--- src/rtl/mem_arbiter.sv ---
// mem_arbiter: shares one synchronous RAM port between the fetch and data stages.
// Defining MEM_ARB_STARVE_GUARD_EN compiles in the fetch starvation guard.
module mem_arbiter #(
   parameter int ADDR_WIDTH   = 32,
   parameter int DATA_WIDTH   = 32,
   parameter int STARVE_LIMIT = 4
) (
   input  logic                  clock,
   input  logic                  reset,
   input  logic                  if_req,
   input  logic [ADDR_WIDTH-1:0] if_addr,
   output logic                  if_ack,
   output logic [DATA_WIDTH-1:0] if_rdata,
   input  logic                  dm_req,
   input  logic                  dm_we,
   input  logic [ADDR_WIDTH-1:0] dm_addr,
   input  logic [DATA_WIDTH-1:0] dm_wdata,
   output logic                  dm_ack,
   output logic [DATA_WIDTH-1:0] dm_rdata,
   output logic                  ram_en,
   output logic                  ram_we,
   output logic [ADDR_WIDTH-1:0] ram_addr,
   output logic [DATA_WIDTH-1:0] ram_wdata,
   input  logic [DATA_WIDTH-1:0] ram_rdata,
   output logic                  busy
);

   typedef enum logic [1:0] {
      S_IDLE   = 2'd0,
      S_ACCESS = 2'd1,
      S_RESP   = 2'd2
   } state_t;

   localparam logic [3:0] LP_STARVE_LIMIT = 4'(STARVE_LIMIT);

   state_t                r_state;
   logic                  r_grant_dm;
   logic                  r_grant_we;
   logic                  r_ram_en;
   logic                  r_ram_we;
   logic [ADDR_WIDTH-1:0] r_ram_addr;
   logic [DATA_WIDTH-1:0] r_ram_wdata;
   logic                  r_if_ack;
   logic                  r_dm_ack;
   logic                  r_busy;

   logic                  w_any_req;
   logic                  w_pick_dm;

   assign w_any_req = if_req | dm_req;

`ifdef MEM_ARB_STARVE_GUARD_EN
   logic [3:0] r_starve_cnt;
   logic       w_starve_hit;

   // A pending fetch that has waited out the limit takes the next grant.
   assign w_starve_hit = if_req && (r_starve_cnt == LP_STARVE_LIMIT);
   assign w_pick_dm    = dm_req && !w_starve_hit;

   // Count consecutive data grants that overtook a pending fetch.
   always_ff @(posedge clock or posedge reset) begin
      if (reset) begin
         r_starve_cnt <= 4'd0;
      end else if ((r_state == S_IDLE) && w_any_req) begin
         if (!w_pick_dm) begin
            r_starve_cnt <= 4'd0;
         end else if (!if_req) begin
            r_starve_cnt <= 4'd0;
         end else if (r_starve_cnt != LP_STARVE_LIMIT) begin
            r_starve_cnt <= r_starve_cnt + 4'd1;
         end else begin
            r_starve_cnt <= r_starve_cnt;
         end
      end else begin
         r_starve_cnt <= r_starve_cnt;
      end
   end
`else
   logic w_unused_limit;

   assign w_pick_dm      = dm_req;
   assign w_unused_limit = ^LP_STARVE_LIMIT;
`endif

   // Three-state access controller; every RAM strobe and ack is registered here.
   always_ff @(posedge clock or posedge reset) begin
      if (reset) begin
         r_state     <= S_IDLE;
         r_grant_dm  <= 1'b0;
         r_grant_we  <= 1'b0;
         r_ram_en    <= 1'b0;
         r_ram_we    <= 1'b0;
         r_ram_addr  <= {ADDR_WIDTH{1'b0}};
         r_ram_wdata <= {DATA_WIDTH{1'b0}};
         r_if_ack    <= 1'b0;
         r_dm_ack    <= 1'b0;
         r_busy      <= 1'b0;
      end else begin
         case (r_state)
            S_IDLE: begin
               if (w_any_req) begin
                  r_state    <= S_ACCESS;
                  r_ram_en   <= 1'b1;
                  r_busy     <= 1'b1;
                  r_grant_dm <= w_pick_dm;
                  if (w_pick_dm) begin
                     r_grant_we  <= dm_we;
                     r_ram_we    <= dm_we;
                     r_ram_addr  <= dm_addr;
                     r_ram_wdata <= dm_we ? dm_wdata : {DATA_WIDTH{1'b0}};
                  end else begin
                     r_grant_we  <= 1'b0;
                     r_ram_we    <= 1'b0;
                     r_ram_addr  <= if_addr;
                     r_ram_wdata <= {DATA_WIDTH{1'b0}};
                  end
               end else begin
                  r_state <= S_IDLE;
               end
            end
            S_ACCESS: begin
               // The RAM samples at the edge that ends this state.
               r_state  <= S_RESP;
               r_ram_en <= 1'b0;
               r_ram_we <= 1'b0;
               r_if_ack <= ~r_grant_dm;
               r_dm_ack <= r_grant_dm;
            end
            S_RESP: begin
               r_state  <= S_IDLE;
               r_if_ack <= 1'b0;
               r_dm_ack <= 1'b0;
               r_busy   <= 1'b0;
            end
            default: begin
               r_state  <= S_IDLE;
               r_ram_en <= 1'b0;
               r_ram_we <= 1'b0;
               r_if_ack <= 1'b0;
               r_dm_ack <= 1'b0;
               r_busy   <= 1'b0;
            end
         endcase
      end
   end

   assign if_ack    = r_if_ack;
   assign dm_ack    = r_dm_ack;
   assign ram_en    = r_ram_en;
   assign ram_we    = r_ram_we;
   assign ram_addr  = r_ram_addr;
   assign ram_wdata = r_ram_wdata;
   assign busy      = r_busy;

   // Read data is live only during the owning requester's ack; stores return zero.
   assign if_rdata = r_if_ack ? ram_rdata : {DATA_WIDTH{1'b0}};
   assign dm_rdata = (r_dm_ack && !r_grant_we) ? ram_rdata : {DATA_WIDTH{1'b0}};

endmodule

--- config.mk ---
export PLATFORM = sky130hd
export DESIGN_NAME = mem_arbiter
export DESIGN_NICKNAME = d
export VERILOG_FILES = /design/src/rtl/mem_arbiter.sv
export SDC_FILE = /design/constraint.sdc
export NUM_CORES = 1
export LEC_CHECK = 0
export BUFFER_PORTS_ARGS = -buffer_cell sky130_fd_sc_hd__buf_2
export CELL_PAD_IN_SITES_DETAIL_PLACEMENT = 2
export CELL_PAD_IN_SITES_GLOBAL_PLACEMENT = 2
export CORE_MARGIN = 5
export CORE_UTILIZATION = 25
export DETAILED_ROUTE_END_ITERATION = 8
export GPL_TIMING_DRIVEN = 1
export PLACE_DENSITY_LB_ADDON = 0.15
export SLEW_MARGIN = 20
export SYNTH_ARGS = -nofsm -noshare
export SYNTH_HDL_FRONTEND = slang
export SYNTH_SLANG_ARGS = --single-unit
--- constraint.sdc ---
create_clock -name clock -period 4.7 [get_ports clock]
set_input_delay 0.94 -clock clock [delete_from_list [all_inputs] [get_ports clock]]
set_output_delay 0.94 -clock clock [all_outputs]
set_load 0.005 [all_outputs]
==> impl_metrics.ini, run 1 <==
[die]
core_area_sq_um = 14000
chipWidth_microns = 130
fp.dieH_microns = 130
num_io_pins = 266
die_area_sq_um = 16900
initial_core_util_pct = 25.7
rows = 43

[sta]
setup-violations-final = 0
timing.final.crit_share_pct = 53.6
min_period_ps = 2520
hold_viol = 0
rsz0062_at_grt = no
drv_slew = 0
clock.fmax_mhz = 397
worst_pin_slew_ps = 846
finalSetupTns_ps = 0
holdWs_ps = 488
finalClockSkew_ps = 8.15
relSlewSlack_pct = 43.6

[detailed_routing]
wire_per_inst_microns = 17.8
vias = 3176
wl_microns = 12800
drc = 0
ant_nets = 0
drtPass1Iterations = 4
detail_route.vias_per_cell = 4.40
drt_iter0_markers = 76

[synth]
ys_ff_latch = 73
synth_area_sq_um = 3590
synth-main-ff-cell = dfrtp_1
synth_seq_area_share_pct = 50.8
syn_area_per_cell_sq_um = 13.1
synth_edf_count = 0
netlist_instances = 275
synthArstFlopShare_pct = 100
yosys_warnings = 0
synth_fp_nets = 408
synth_cell_type_count = 24

[clock_tree]
post-cts-setup-buffers = 0
clk_latency_ps = 330
hold_buffers = 0
clkSinkCount = 73
cts_max_path_buffers = 2
htree_levels = 3
cts-root-buf = clkbuf_16
tritoncts = built
path_clk_slew_ps = 60
cts_resized = 0
cts_buffers = 9

[layout]
final_cell_mix = buf_2 (265), dfrtp_1 (73), and2_1 (64), a22o_1 (33), mux2_2 (32)
drive_above_1_share_pct = 64.7
diodes = 0
fin_nets = 669
postLayoutCoreUtil_pct = 38.5
area_growth_pct = 49.7
layout_commonest_cell = buf_2

[flow_run]
max_cap_violations = 0

[setup_path]
critPathKind = flip-flop to output port
cp-end-kind = output port
critPathRequiredTime_ps = 3760
path_max_fanout = 34
arrival_ps = 1580
slowest_stage = dfrtp_1
slowest_delay_ps = 890
critPathLaunchType = flip-flop
path_cells = and2_1 -> buf_2

[power]
p_leak_nw = 2.98
pwr_density_cell_nw_per_um2 = 599
vdd_ir_drop_max_mv = 0.224

[global_routing]
gr-total-overflow = 0
grt_antenna_before_repair = 0
grt_pass1_wl_microns = 19300
grt_pass1_vias = 3574
grt_max_degree = 42
grt_usage_pct = 14.6

[hold_path]
hold_class = flip-flop to flip-flop

[outcome]
status = finished clean

[place]
globalplace.congestion = 0.721
io_buffers = 265
dp_hpwl_microns = 10200
area by class of cell:
class | instances | area, sq um
Multi-Input combinational cell | 178 | 1630
Fill cell | 1546 | 8610
Tap cell | 180 | 225
Sequential cell | 73 | 1830
Timing Repair Buffer | 270 | 1360
Clock inverter | 6 | 90.1
Inverter | 4 | 17.5
Clock buffer | 10 | 229
through the flow:
step	std cells	area (sq um)	setup slack (ps)	total power, mW
floorplan	275	3590	1910	1.88
global placement	705	5060	1920	2.48
detailed placement	705	5060	1860	2.53
CTS	721	5380	2090	3.30
global route	721	5380	2000	3.45
finish	721	5380	2180	3.22
path summary, 6_finish.rpt:
check / from / slack (ps) / depth (start not counted) / endpoint
worst max-delay path: if_ack / 2180 / 2 / if_rdata[9]
worst min-delay path: ram_addr[30] / 490 / 1 / ram_addr[30]
worst max register to register: r_state[0] / 2630 / 5 / ram_addr[29]
worst min register to register: ram_addr[30] / 490 / 1 / ram_addr[30]
max in group asynchronous: reset / 2970 / 3 / r_grant_dm
min in group asynchronous: reset / 720 / 2 / ram_addr[10]
logic make-up (layout without fill, tap and decap cells):
kind of cell,count (synthesis),count (layout),synth area share [%]
buffers and inverters,24,290,3.86
DFF,73,73,50.8
and+or+nand+nor,73,73,12.5
AOI/OAI and AO/OA,40,40,9.47
muxes,65,65,23.4
worst max-delay path: cells and delay by family, from the launching register on:
kind	cells	cell delay (ps)
and+or+nand+nor	1	240
buffers and inverters	1	120
DFF	1	890
cells in the mapped netlist, types with 2 or more instances:
| cell type | count | area, sq um |
|---|---|---|
| and2_1 | 64 | 400 |
| a22o_1 | 33 | 289 |
| o21ai_0 | 3 | 15.0 |
| mux2_4 | 29 | 435 |
| buf_4 | 3 | 22.5 |
| nor2b_1 | 2 | 12.5 |
| inv_1 | 3 | 11.3 |
| nor2_1 | 3 | 11.3 |
| buf_6 | 4 | 45.0 |
| dfrtp_1 | 73 | 1830 |
| mux2_2 | 32 | 360 |
| clkbuf_1 | 9 | 33.8 |
| buf_2 | 4 | 20.0 |
| mux2_1 | 3 | 33.8 |
layer usage:
metal	up-vias	GRT usage [%]	wire length (microns)	part of all wire (%)
li1	1475	-	-	-
met3	7	5.36	1410	11
met2	156	26.5	6530	51
met4	0	3.30	85	0.66
met1	1538	16.3	4830	38
met5	-	0	0	0
power breakdown:
part	internal, mW	switching [mW]	leakage (nW)	total, mW
sequential	0.919	0.205	0.909	1.12
combinational	0.767	0.594	1.91	1.36
clock	0.467	0.270	0.153	0.737
total	2.15	1.07	2.98	3.22
sequential cells by signal (all words and copies together), names as in the netlist:
signal	count
ram_wdata	32
dm_ack	1
r_grant_dm	1
busy	1
if_ack	1
ram_en	1
ram_we	1
ram_addr	32
r_grant_we	1
r_state	2
(Power assumes the default switching activity.)
==> run 2: changes to the inputs <==
CORE_UTILIZATION = 23   (was 25)
clock period = 2.4 ns   (was 4.7 ns; I/O delays follow)
==> run 2 against run 1 <==
  * Worst hold slack lost 240 ps
  * Clock power up 86%
  * Critical path depth up 2
  * Global-route usage is 0.31 points lower
  * Register-to-register slack lost 2000 ps
  * Clock skew down 2.6 ps
==> impl_metrics.ini, run 2 (synthesized netlist as in run 1, its figures left out) <==
[sta]
finalSetupTns_ps = 0
timing.final.crit_share_pct = 79.7
hold_viol = 0
finalClockSkew_ps = 5.53
setup-violations-final = 0
relSlewSlack_pct = 61.9
drv_slew = 0
min_period_ps = 1910
worst_pin_slew_ps = 572
clock.fmax_mhz = 523
rsz0062_at_grt = no

[layout]
layout_commonest_cell = buf_2
diodes = 0
drive_above_1_share_pct = 65.1
n_fill_cell = 1694
multi_input_area_sq_um = 1630
fin_area_sq_um = 5430
final_cell_mix = buf_2 (265), dfrtp_1 (73), and2_1 (64), a22o_1 (33), mux2_2 (32)
fin_nets = 673
area_growth_pct = 51.2
regArea_sq_um = 1830

[detailed_routing]
drc = 0
vias = 3189
wl_microns = 13400
drtPass1Iterations = 4
drt_iter0_markers = 105
detail_route.vias_per_cell = 4.22
ant_nets = 0
wire_per_inst_microns = 17.8

[clock_tree]
cts_buffers = 9
htree_levels = 3
path_clk_slew_ps = 60
clkSinkCount = 73
cts_max_path_buffers = 2
cts_resized = 0
post-cts-setup-buffers = 0
tritoncts = built
cts-root-buf = clkbuf_16
hold_buffers = 0
clk_latency_ps = 330

[global_routing]
grt_antenna_before_repair = 0
grt_usage_pct = 14.3
gr-total-overflow = 0
grt_pass1_vias = 3552
grt_pass1_wl_microns = 20500
grt_max_degree = 40

[setup_path]
startpoint = dm_ack
critPathLaunchType = flip-flop
critPathRequiredTime_ps = 1920
cp-end-kind = output port
rr_endpoint = ram_addr[30]
reg2reg_from = r_state[0]
path_max_fanout = 21
arrival_ps = 1430
r2r_setup_slack_ps = 630
critPathKind = flip-flop to output port
worst_r2r_path_depth = 4

[power]
pwr_density_cell_nw_per_um2 = 1150
vdd_ir_drop_max_mv = 0.409
power_mw = 6.26
p_leak_nw = 2.99

[hold_path]
hold_class = input pin to async pin

[place]
dp_hpwl_microns = 10600
globalplace.congestion = 0.731
dpl-instance-area_sq_um = 5130
io_buffers = 265

[die]
fp.dieH_microns = 135
chipWidth_microns = 135
num_io_pins = 266
die_area_sq_um = 18200
core_area_sq_um = 15300
initial_core_util_pct = 23.6
rows = 45

[flow_run]
max_cap_violations = 0

[outcome]
status = finished clean
-- run 2: cell types whose count changed in the layout (fill, tap and decap cells not counted), sizes merged --
| cell | previous run | this run |
|---|---|---|
| bufinv | 2 | 1 |
| inv | 5 | 6 |
| buf | 270 | 274 |
| clkinvlp | 1 | 2 |
| clkbuf | 10 | 9 |
-- run 2: where the power goes --
part / total (mW) / switching (mW) / leakage (nW) / internal, mW
clock network: 1.37 / 0.552 / 0.144 / 0.815
logic: 2.75 / 1.23 / 1.93 / 1.52
registers: 2.14 / 0.337 / 0.909 / 1.80
-- run 2: through the flow --
step | utilization, % | hold slack (ps) | instances | setup WS [ps]
after floorplan | - | 450 | 275 | 66.7
after CTS | 35.6 | 257 | 756 | 396
after detailed placement | 33.6 | 475 | 740 | 579
after global routing | 35.6 | 287 | 756 | 350
final | 35.6 | 244 | 756 | 487
after global placement | 33.6 | 467 | 740 | 625
-- run 2: worst max-delay path by stage --
| stage | to | slack, ps | cells past startpoint |
|---|---|---|---|
| after floorplan | busy | 70 | 1 |
| after global placement | ram_addr[30] | 620 | 4 |
| after detailed placement | ram_addr[30] | 580 | 4 |
| after CTS | dm_rdata[22] | 400 | 4 |
| after global routing | dm_rdata[22] | 350 | 4 |
| final | dm_rdata[22] | 490 | 4 |
-- run 2: layout make-up --
type	count	share of cell area, %
Sequential cell	73	33.6
Tap cell	211	4.86
Multi-Input combinational cell	178	30.0
Clock inverter	7	1.45
Inverter	4	0.322
Timing Repair Buffer	274	25.7
Clock buffer	9	4.14
-- run 2: layer usage --
metal / up-vias / track usage (%) / share of wire (%)
met5: - / 0 / 0
met2: 158 / 24.4 / 49
met4: 0 / 3.19 / 0.66
met3: 5 / 6.52 / 10
met1: 1546 / 16.5 / 40
li1: 1480 / - / -
-- run 2: worst max-delay path, cell delays in order (launching register included) --
cell,delay [ps]
dfrtp_1,380
nor2b_1,200
buf_4,230
and2_1,180
buf_2,120
